### src/rtl/rgb_led_pkg.sv
// Shared constants for the RGB LED fade/PWM stage: default PWM width, full-scale duty
// and channel indices into the 3-bit colour pattern.
package rgb_led_pkg;

    localparam int unsigned PWM_BITS_DEFAULT = 8;
    localparam logic [PWM_BITS_DEFAULT-1:0] MAX_DUTY = '1;

    localparam int unsigned R = 0;
    localparam int unsigned G = 1;
    localparam int unsigned B = 2;

endpackage

### src/rtl/rgb_fade_pwm_if.sv
// Colour-pattern input and LED/status outputs of the RGB fade stage.
// master = upstream driver, slave = rgb_fade_pwm.
interface rgb_fade_pwm_if;

    logic [2:0] rgb_in;
    logic       en;
    logic       led_r;
    logic       led_g;
    logic       led_b;
    logic       busy;
    logic       period_start;

    modport master (
        output rgb_in,
        output en,
        input  led_r,
        input  led_g,
        input  led_b,
        input  busy,
        input  period_start
    );

    modport slave (
        input  rgb_in,
        input  en,
        output led_r,
        output led_g,
        output led_b,
        output busy,
        output period_start
    );

endinterface

### src/rtl/pwm_channel.sv
// One LED channel: duty register that ramps toward its target on each step strobe,
// plus the registered PWM compare driving the LED pin.
module pwm_channel
    import rgb_led_pkg::*;
#(
    parameter int unsigned PWM_BITS   = PWM_BITS_DEFAULT,
    parameter int unsigned STEP       = 8,
    parameter bit          ACTIVE_LOW = 1'b1
) (
    input  logic                clk_24M,
    input  logic                rst,
    input  logic                step,
    input  logic [PWM_BITS-1:0] pwm_cnt,
    input  logic                target_on,
    input  logic                en,
    output logic                led,
    output logic                chan_busy
);

    localparam logic [PWM_BITS:0]   STEP_W = (PWM_BITS + 1)'(STEP);
    localparam logic [PWM_BITS-1:0] STEP_N = PWM_BITS'(STEP);

    logic [PWM_BITS-1:0] duty_q, duty_d;
    logic [PWM_BITS-1:0] target;
    logic [PWM_BITS:0]   up_sum;
    logic [PWM_BITS:0]   dn_floor;
    logic                on;
    logic                led_q, led_d;

    assign target = target_on ? '1 : '0;

    // Extra headroom bit keeps the clamp compares free of wrap-around.
    always_comb begin
        duty_d   = duty_q;
        up_sum   = {1'b0, duty_q} + STEP_W;
        dn_floor = {1'b0, target} + STEP_W;
        if (step) begin
            if (duty_q < target) begin
                duty_d = (up_sum > {1'b0, target}) ? target : up_sum[PWM_BITS-1:0];
            end else if (duty_q > target) begin
                duty_d = ({1'b0, duty_q} >= dn_floor) ? (duty_q - STEP_N) : target;
            end
        end
    end

    always_comb begin
        on    = (duty_q == '1) || (pwm_cnt < duty_q);
        led_d = en ? (on ^ ACTIVE_LOW) : ACTIVE_LOW;
    end

    always_ff @(posedge clk_24M) begin
        if (rst) begin
            duty_q <= '0;
            led_q  <= ACTIVE_LOW;
        end else begin
            duty_q <= duty_d;
            led_q  <= led_d;
        end
    end

    assign led       = led_q;
    assign chan_busy = (duty_q != target);

endmodule

### src/rtl/rgb_fade_pwm.sv
// Crossfading RGB PWM driver: prescaler, PWM counter, step divider and input capture,
// feeding three pwm_channel instances.
module rgb_fade_pwm
    import rgb_led_pkg::*;
#(
    parameter int unsigned PWM_BITS     = PWM_BITS_DEFAULT,
    parameter int unsigned PRESCALE     = 94,
    parameter int unsigned STEP_PERIODS = 4,
    parameter int unsigned STEP         = 8,
    parameter bit          ACTIVE_LOW   = 1'b1
) (
    input  logic           clk_24M,
    input  logic           rst,
    rgb_fade_pwm_if.slave  bus
);

    localparam int unsigned PS_W  = (PRESCALE > 1) ? $clog2(PRESCALE) : 1;
    localparam int unsigned DIV_W = (STEP_PERIODS > 1) ? $clog2(STEP_PERIODS) : 1;

    logic [PS_W-1:0]     presc_q, presc_d;
    logic [PWM_BITS-1:0] pwm_cnt_q, pwm_cnt_d;
    logic [DIV_W-1:0]    div_q, div_d;
    logic                wrap_q, period_start_q;
    logic [2:0]          rgb_q;
    logic                busy_q;

    logic                tick;
    logic                wrap;
    logic                step;
    logic [2:0]          target_on;
    logic [2:0]          led;
    logic [2:0]          chan_busy;

    always_comb begin
        tick      = (presc_q == PS_W'(PRESCALE - 1));
        wrap      = tick && (pwm_cnt_q == '1);
        step      = period_start_q && (div_q == DIV_W'(STEP_PERIODS - 1));
        presc_d   = tick ? '0 : presc_q + PS_W'(1);
        pwm_cnt_d = tick ? pwm_cnt_q + PWM_BITS'(1) : pwm_cnt_q;
        div_d     = div_q;
        if (period_start_q) begin
            div_d = (div_q == DIV_W'(STEP_PERIODS - 1)) ? '0 : div_q + DIV_W'(1);
        end
    end

    // period_start lands one cycle after pwm_cnt has already wrapped to 0.
    always_ff @(posedge clk_24M) begin
        if (rst) begin
            presc_q        <= '0;
            pwm_cnt_q      <= '0;
            div_q          <= '0;
            wrap_q         <= 1'b0;
            period_start_q <= 1'b0;
            rgb_q          <= {3{ACTIVE_LOW}};
            busy_q         <= 1'b0;
        end else begin
            presc_q        <= presc_d;
            pwm_cnt_q      <= pwm_cnt_d;
            div_q          <= div_d;
            wrap_q         <= wrap;
            period_start_q <= wrap_q;
            rgb_q          <= bus.rgb_in;
            busy_q         <= |chan_busy;
        end
    end

    always_comb begin
        for (int i = 0; i < 3; i++) begin
            target_on[i] = (rgb_q[i] != ACTIVE_LOW);
        end
    end

    pwm_channel #(
        .PWM_BITS   (PWM_BITS),
        .STEP       (STEP),
        .ACTIVE_LOW (ACTIVE_LOW)
    ) u_chan_r (
        .clk_24M   (clk_24M),
        .rst       (rst),
        .step      (step),
        .pwm_cnt   (pwm_cnt_q),
        .target_on (target_on[R]),
        .en        (bus.en),
        .led       (led[R]),
        .chan_busy (chan_busy[R])
    );

    pwm_channel #(
        .PWM_BITS   (PWM_BITS),
        .STEP       (STEP),
        .ACTIVE_LOW (ACTIVE_LOW)
    ) u_chan_g (
        .clk_24M   (clk_24M),
        .rst       (rst),
        .step      (step),
        .pwm_cnt   (pwm_cnt_q),
        .target_on (target_on[G]),
        .en        (bus.en),
        .led       (led[G]),
        .chan_busy (chan_busy[G])
    );

    pwm_channel #(
        .PWM_BITS   (PWM_BITS),
        .STEP       (STEP),
        .ACTIVE_LOW (ACTIVE_LOW)
    ) u_chan_b (
        .clk_24M   (clk_24M),
        .rst       (rst),
        .step      (step),
        .pwm_cnt   (pwm_cnt_q),
        .target_on (target_on[B]),
        .en        (bus.en),
        .led       (led[B]),
        .chan_busy (chan_busy[B])
    );

    assign bus.led_r        = led[R];
    assign bus.led_g        = led[G];
    assign bus.led_b        = led[B];
    assign bus.busy         = busy_q;
    assign bus.period_start = period_start_q;

endmodule
### src/flat_wrapper.sv
// flat-port wrapper written by rule: the top's interface ports become plain ports
module rgb_fade_pwm_flat import rgb_led_pkg::*;
#(
    parameter int unsigned PWM_BITS     = PWM_BITS_DEFAULT,
    parameter int unsigned PRESCALE     = 94,
    parameter int unsigned STEP_PERIODS = 4,
    parameter int unsigned STEP         = 8,
    parameter bit          ACTIVE_LOW   = 1'b1
)
  (clk_24M, rst, bus_rgb_in, bus_en, bus_led_r, bus_led_g, bus_led_b, bus_busy, bus_period_start);
  rgb_fade_pwm_if bus_i ();
  input  logic clk_24M;
  input  logic rst;
  input wire logic [$bits(bus_i.rgb_in)-1:0] bus_rgb_in;
  input wire logic [$bits(bus_i.en)-1:0] bus_en;
  output wire logic [$bits(bus_i.led_r)-1:0] bus_led_r;
  output wire logic [$bits(bus_i.led_g)-1:0] bus_led_g;
  output wire logic [$bits(bus_i.led_b)-1:0] bus_led_b;
  output wire logic [$bits(bus_i.busy)-1:0] bus_busy;
  output wire logic [$bits(bus_i.period_start)-1:0] bus_period_start;
  assign bus_i.rgb_in = bus_rgb_in;
  assign bus_i.en = bus_en;
  assign bus_led_r = bus_i.led_r;
  assign bus_led_g = bus_i.led_g;
  assign bus_led_b = bus_i.led_b;
  assign bus_busy = bus_i.busy;
  assign bus_period_start = bus_i.period_start;
  rgb_fade_pwm #(.PWM_BITS(PWM_BITS), .PRESCALE(PRESCALE), .STEP_PERIODS(STEP_PERIODS), .STEP(STEP), .ACTIVE_LOW(ACTIVE_LOW)) u_core (.clk_24M(clk_24M), .rst(rst), .bus(bus_i));
endmodule
### config.mk
export PLATFORM = sky130hd
export DESIGN_NAME = rgb_fade_pwm_flat
export DESIGN_NICKNAME = d
export VERILOG_FILES = /design/src/rtl/rgb_led_pkg.sv /design/src/rtl/rgb_fade_pwm_if.sv /design/src/rtl/pwm_channel.sv /design/src/rtl/rgb_fade_pwm.sv /design/src/flat_wrapper.sv
export SDC_FILE = /design/constraint.sdc
export NUM_CORES = 1
export LEC_CHECK = 0
export ABC_AREA = 1
export CAP_MARGIN = 20
export CORE_MARGIN = 2
export CORE_UTILIZATION = 30
export CTS_CLUSTER_DIAMETER = 100
export DETAILED_ROUTE_END_ITERATION = 10
export DONT_BUFFER_PORTS = 1
export HOLD_SLACK_MARGIN = 0.1
export PLACE_DENSITY = 0.42
export SLEW_MARGIN = 40
export SYNTH_ARGS = -nofsm -noshare
export SYNTH_HDL_FRONTEND = slang
export SYNTH_SLANG_ARGS = --single-unit
### constraint.sdc
create_clock -name clk_24M -period 2.97 [get_ports clk_24M]
set_clock_uncertainty 0.05 [all_clocks]
set_input_delay 0.594 -clock clk_24M [delete_from_list [all_inputs] [get_ports clk_24M]]
set_output_delay 0.594 -clock clk_24M [all_outputs]
set_load 0.03 [all_outputs]
# [Yosys cells after proc, flatten, opt, wreduce, memory -nomap -nowiden]
# Index checks and enable logic that the tools add are counted.
[classes] n_bitwise=4 n_reduce_logical=14 addsub=12 muxes=16 n_eq_ne=9 order_cmp=15
[ops] operator="8-bit two-way mux" n=15
[ops] operator="8-bit by 4-bit adder with 9-bit output, second input constant" n=6
[ops] operator="8-bit < comparator" n=6
[ops] operator="8-bit == test, second input constant" n=4
[ops] operator="8-bit by 9-bit greater-or-equal comparator with 1-bit output" n=3
[ops] operator="9-bit by 8-bit greater-than comparator with 1-bit output" n=3
[ops] operator="8-bit greater-than comparator" n=3
[ops] operator="8-bit inequality test" n=3
[ops] operator="8-bit by 4-bit subtractor with 8-bit output, second input constant" n=3
[ops] operator="8-bit by 1-bit adder with 8-bit output, second input constant" n=1
[ops] operator="7-bit by 1-bit adder with 7-bit output, second input constant" n=1
[ops] operator="7-bit == test, second input constant" n=1
[ops] operator="2-bit AND reduction" n=3
[ops] operator="2-bit nonzero test" n=3
[ops] operator="1-bit NOT" n=4
[ops] operator="2-bit OR reduction" n=2
[ops] operator="1-bit logical OR" n=3
[ops] operator="3-bit OR reduction" n=1
[ops] operator="2-bit by 1-bit adder with 2-bit output, second input constant" n=1
[ops] operator="2-bit == test, second input constant" n=1
[ops] operator="1-bit logical AND" n=2
[ops] operator="2-bit two-way mux" n=1
[word_totals] regBits=50 input_bits=6 out_inout_bits=5

# [Depth between registers and ports, before layout]
[depth] word_depth=6 depth_mapped=15

# [Modules after synthesis]
# A second synthesis with hierarchy kept.
[unflattened] cells_unflattened=637 hier_area_um2=4345.4
[modules_own_cells] mod="pwm_channel at u_core.u_chan_g ..." cells_each=167 instances=2 area_per_inst_um2=1079.8
[modules_own_cells] mod="pwm_channel at u_core.u_chan_b" cells_each=174 instances=1 area_per_inst_um2=1166.1
[modules_own_cells] mod="rgb_fade_pwm" cells_each=129 instances=1 area_per_inst_um2=1019.7

# [Worst setup path before layout]
# OpenSTA, ideal clock, no wires.
[synth_path] kind="register to register" start="register u_core.rgb_q[2]" end="register u_core.u_chan_b.duty_q[7]" arrival_time_ps=2002 n_path_buf=0 setup_time_ps=117 synth_period_minus_slack_ps=2169 path_stages_with_launch=14 path_slack_ps=801 path_cell_list="dfxtp_1 -> inv_1 -> ha_1 -> inv_1 -> nor2_1 -> nor2_1 -> o21bai_1 -> nand2_1 -> nand2_2 -> nand2_1 -> nand2_1 -> inv_1 -> o21ai_0 -> nor2_1"
[synth_between] elab_chain_cells=6
[synth_rtl] item="start: declaration" line_no="rgb_fade_pwm.sv:24" rtl="logic [2:0] rgb_q;"
[synth_rtl] item="start signal: assignment" line_no="rgb_fade_pwm.sv:54" rtl="rgb_q <= {3{ACTIVE_LOW}};"
[synth_rtl] item="start signal: assignment" line_no="rgb_fade_pwm.sv:62" rtl="rgb_q <= bus.rgb_in;"
[synth_rtl] item="8-bit two-way mux (*)" line_no="pwm_channel.sv:30" rtl="assign target = target_on ? '1 : '0;"
[synth_rtl] item="8-bit by 4-bit adder with 9-bit output" line_no="pwm_channel.sv:36" rtl="dn_floor = {1'b0, target} + STEP_W;"
[synth_rtl] item="8-bit by 9-bit greater-or-equal comparator with 1-bit output" line_no="pwm_channel.sv:41" rtl="duty_d = ({1'b0, duty_q} >= dn_floor) ? (duty_q - STEP_N) : target;"
[synth_rtl] item="8-bit two-way mux" line_no="pwm_channel.sv:41"
[synth_rtl] item="8-bit two-way mux" line_no="pwm_channel.sv:40" rtl="end else if (duty_q > target) begin"
[synth_rtl] item="8-bit two-way mux" line_no="pwm_channel.sv:38" rtl="if (duty_q < target) begin"
[synth_rtl] item="end signal: assignment" line_no="pwm_channel.sv:56" rtl="duty_q <= duty_d;"
[synth_rtl] item="end: declaration" line_no="pwm_channel.sv:23" rtl="logic [PWM_BITS-1:0] duty_q, duty_d;"
# Mark *: on every way between the ends. The rest lies on a longest branch, timed or not. The select of a mux whose other input is x is not followed.
# A chain may end at the register's enable or synchronous reset.

# [Worst setup path after layout]
[layout_path] start="register u_core.u_chan_r.duty_q[4]" end="register u_core.u_chan_r.duty_q[1]"
[layout_between] elab_chain_cells=4
[layout_rtl] item="start: declaration" line_no="pwm_channel.sv:23"
[layout_rtl] item="start signal: assignment" line_no="pwm_channel.sv:56"
[layout_rtl] item="8-bit by 4-bit adder with 9-bit output / 8-bit by 9-bit greater-or-equal comparator with 1-bit output (equally long branches)" line_no="pwm_channel.sv:35, pwm_channel.sv:41"
[layout_rtl] item="9-bit by 8-bit greater-than comparator with 1-bit output / 8-bit two-way mux (equally long branches)" line_no="pwm_channel.sv:39, pwm_channel.sv:41"
[layout_rtl] item="8-bit two-way mux, on equally long branches" line_no="pwm_channel.sv:39, pwm_channel.sv:40"
[layout_rtl] item="8-bit two-way mux" line_no="pwm_channel.sv:38"
# Several ways; a longest one is shown, not always the timed one. The select of a mux whose other input is x is not followed.

==> out/metrics.cfg <==
[clock_network]
hold_buffers = 0
path_clk_slew_ns = 0.07
root_buffer = clkbuf_16
htreeDepth = 2
cts_tree = built
cts_buffers = 5
cts_resized = 0
cts_buffer_depth = 2
cts.sinks = 44
post-cts-setup-buffers = 0
clk_latency_ns = 0.29

[sta]
layout_setup_ws_ns = 0.416
slew_headroom_pct = 69.4
period_share_pct = 86.0
tns_ns = 0
min_period_ns = 2.55
hold_viol_final = 0
slew_viol_final = 0
clock.fmax_mhz = 392
tightest_slew_ns = 0.458
rsz0062_at_grt = false
setup_viol = 0

[placement]
dp_hpwl_um = 8220
placed_area_mm2 = 0.00431
dp_worst_setup_slack_ns = 0.397
place.gp.congestion = 0.812
portBuffers = 0

[drt]
drt_wl_total_um = 10300
drc = 0
first_iter_violations = 163
dr.pass1.iters = 5
vias = 3726
wl_per_cell_um = 13.1
viasPerCell = 4.73
ant_nets = 0

[final_layout]
multi_input_area_mm2 = 0.00286
stdcell_area_mm2 = 0.00448
fin_util_pct = 33.7
area_growth_pct = 9.28
seq_area_um2 = 881
antenna_cells = 0
nFillCells = 1467
layout.nets = 690
drive_above_1_share_pct = 5.88

[power]
power_frac_clock_pct = 45.6
swShare_pct = 26.5
p_switching_mw = 0.381
intPower_mw = 1.06
ir_worst_vdd_uv = 232
p_leak_nw = 2.22
power.density_mw_per_mm2 = 321
seqPwrFrac_pct = 41.9
power_frac_comb_pct = 12.4
p_total_mw = 1.44

[global_route]
grt_pass1_vias = 3598
antenna_found_initial = 0
grt_use_total_pct = 15.1
grt-ovfl-total = 0
grt_pass1_wl_um = 17600
grt_max_degree = 17

[critical_path]
cp_max_fo = 7
crit_path_top_delay_cell = dfxtp_1
end_kind = register
path_buf_inv = 0
cp_top_family = simple AND/OR/NAND/NOR gates
worstRegToRegCells = 13
r2r-start = u_core.u_chan_r.duty_q[4]$_SDFFE_PP0P_
path_cells = ha_1 > nand3_1 > xor2_1 > ha_1 > nand2_1 > nor3_1 > nand3_1 > nand3_2 > nand2_2 > nand2_2 > nand3_1 > and2_1 > nor2_1
slowest_delay_ns = 0.54
critical_path_class = reg2reg
r2r_slack_ns = 0.42
cp.required_ns = 3.16
start_kind = register
crit_top_cell = nand3_1
critPathArrivalTime_ns = 2.74
r2r-end = u_core.u_chan_r.duty_q[1]$_SDFFE_PP0P_

[status]
status = finished clean

[synth]
synth.cell_area_mm2 = 0.00410
synth-seq-cells = 44
ys_warn_count = 0
syn_area_per_cell_um2 = 6.76
ys_seq_area_share_pct = 21.5
synth_ff_type = dfxtp_1
postSynthCellCount = 606
synthArstFlopShare_pct = 0
synth_nets = 685
ys_types = 37
synth_edf_count = 0

[job]
max-cap-violations = 0

[min_path]
hold_class = in2reg
hold_path_end = u_core.u_chan_g.duty_q[3]$_SDFFE_PP0P_
whs_path_depth = 1
min_from = rst

[floorplan]
core_mm2 = 0.0133
die_y_um = 121
rows = 42
die_w_um = 121
initial_core_util_pct = 30.8
ioPinCount = 11
dieArea_mm2 = 0.0146

## area by class of cell
class,count,area share (%)
repair buffers,5,0.838
well taps,176,4.92
flip-flops and latches,44,19.7
multi-input cells,473,63.9
clock buffers,5,2.79
clock inverters,3,1.03
inverters,82,6.87
## sequential cells by signal, summed over array words and instances (netlist names), 2 cells and up
signal / flops
u_core.pwm_cnt_q: 8
u_core.rgb_q: 3
u_core.u_chan_r.duty_q: 6
u_core.div_q: 2
u_core.presc_q: 7
u_core.u_chan_g.duty_q: 6
u_core.u_chan_b.duty_q: 6
## worst max path at each step
| stage | start | endpoint | slack (ns) | cells after the start |
|---|---|---|---|---|
| 3_3_place_gp | u_core.u_chan_r.duty_q[4]$_SDFFE_PP0P_ | u_core.u_chan_r.duty_q[4]$_SDFFE_PP0P_ | 0.34 | 13 |
| 4_1_cts | u_core.u_chan_r.duty_q[4]$_SDFFE_PP0P_ | u_core.u_chan_r.duty_q[1]$_SDFFE_PP0P_ | 0.39 | 13 |
| 5_1_grt | u_core.u_chan_r.duty_q[4]$_SDFFE_PP0P_ | u_core.u_chan_r.duty_q[1]$_SDFFE_PP0P_ | 0.19 | 13 |
| 3_5_place_dp | u_core.u_chan_r.duty_q[4]$_SDFFE_PP0P_ | u_core.u_chan_r.duty_q[1]$_SDFFE_PP0P_ | 0.40 | 13 |
| 6_report | u_core.u_chan_r.duty_q[4]$_SDFFE_PP0P_ | u_core.u_chan_r.duty_q[1]$_SDFFE_PP0P_ | 0.42 | 13 |
| 2_1_floorplan | u_core.rgb_q[2]$_SDFF_PP1_ | u_core.u_chan_b.duty_q[7]$_SDFFE_PP0P_ | 0.80 | 13 |
## worst reg2reg max path, cell delays in order, from the launching register on
cell and delay (ns):
dfxtp_1 0.54, ha_1 0.25, nand3_1 0.09, xor2_1 0.20, ha_1 0.34, nand2_1 0.06, nor3_1 0.22, nand3_1 0.13
nand3_2 0.13, nand2_2 0.09, nand2_2 0.10, nand3_1 0.06, and2_1 0.13, nor2_1 0.09
## synth_stat cells, types with 3 or more instances
library cell,count,share of area (%)
o21ai_0,40,4.9
nor3_1,6,0.73
nand2_1,136,12
nand2_2,6,0.92
nor3b_1,3,0.55
xor2_1,16,3.4
o22ai_1,4,0.61
clkbuf_1,3,0.27
ha_1,73,22
a21oi_1,46,5.6
nand4_1,5,0.76
inv_1,78,7.1
dfxtp_1,44,21
or2_2,4,0.61
inv_2,3,0.27
nand3_1,55,6.7
nor2_1,51,4.7
and3_1,5,0.76
## logic make-up after synthesis
kind of cell / count (synthesis) / synth area share, %
compound gates: 99 / 12.9
xor+xnor: 18 / 3.85
fa+ha+maj: 73 / 22.3
buf+inv: 89 / 8.70
flops: 44 / 21.5
simple gates: 283 / 30.8
## routing by layer
layer	wire length, um	track usage, %
met5	0	0
met4	148	3.56
met3	340	2.54
met2	4710	25.2
met1	5140	20.2
## placed cells by master (no fill, tap or decap), drive strengths merged, types with 2 or more instances in the layout
cell,Yosys,layout
a21oi,48,48
and3,5,5
buf,4,5
clkbuf,3,5
dfxtp,44,44
ha,73,73
inv,81,82
nand2,142,142
nand3,58,58
nand3b,2,2
nand4,5,5
nor2,55,55
nor3,6,6
nor3b,3,3
o21ai,43,43
o22ai,4,4
or2,6,6
xnor2,2,2
xor2,16,16
## power by group through the flow
stage / Clock, mW / Sequential (mW) / Combinational (mW)
2_1_floorplan: 0 / 0.621 / 0.131
3_3_place_gp: 0 / 0.617 / 0.179
3_5_place_dp: 0 / 0.617 / 0.178
4_1_cts: 0.683 / 0.603 / 0.179
5_1_grt: 0.706 / 0.604 / 0.208
6_report: 0.656 / 0.603 / 0.179
## stage by stage
stage | hold slack [ns] | cells
after global placement | 0.366 | 780
after floorplan | 0.338 | 606
after global routing | 0.309 | 788
final | 0.316 | 788
after CTS | 0.307 | 788
after detailed placement | 0.359 | 780
No activity file was read; power rests on OpenSTA's default activity.
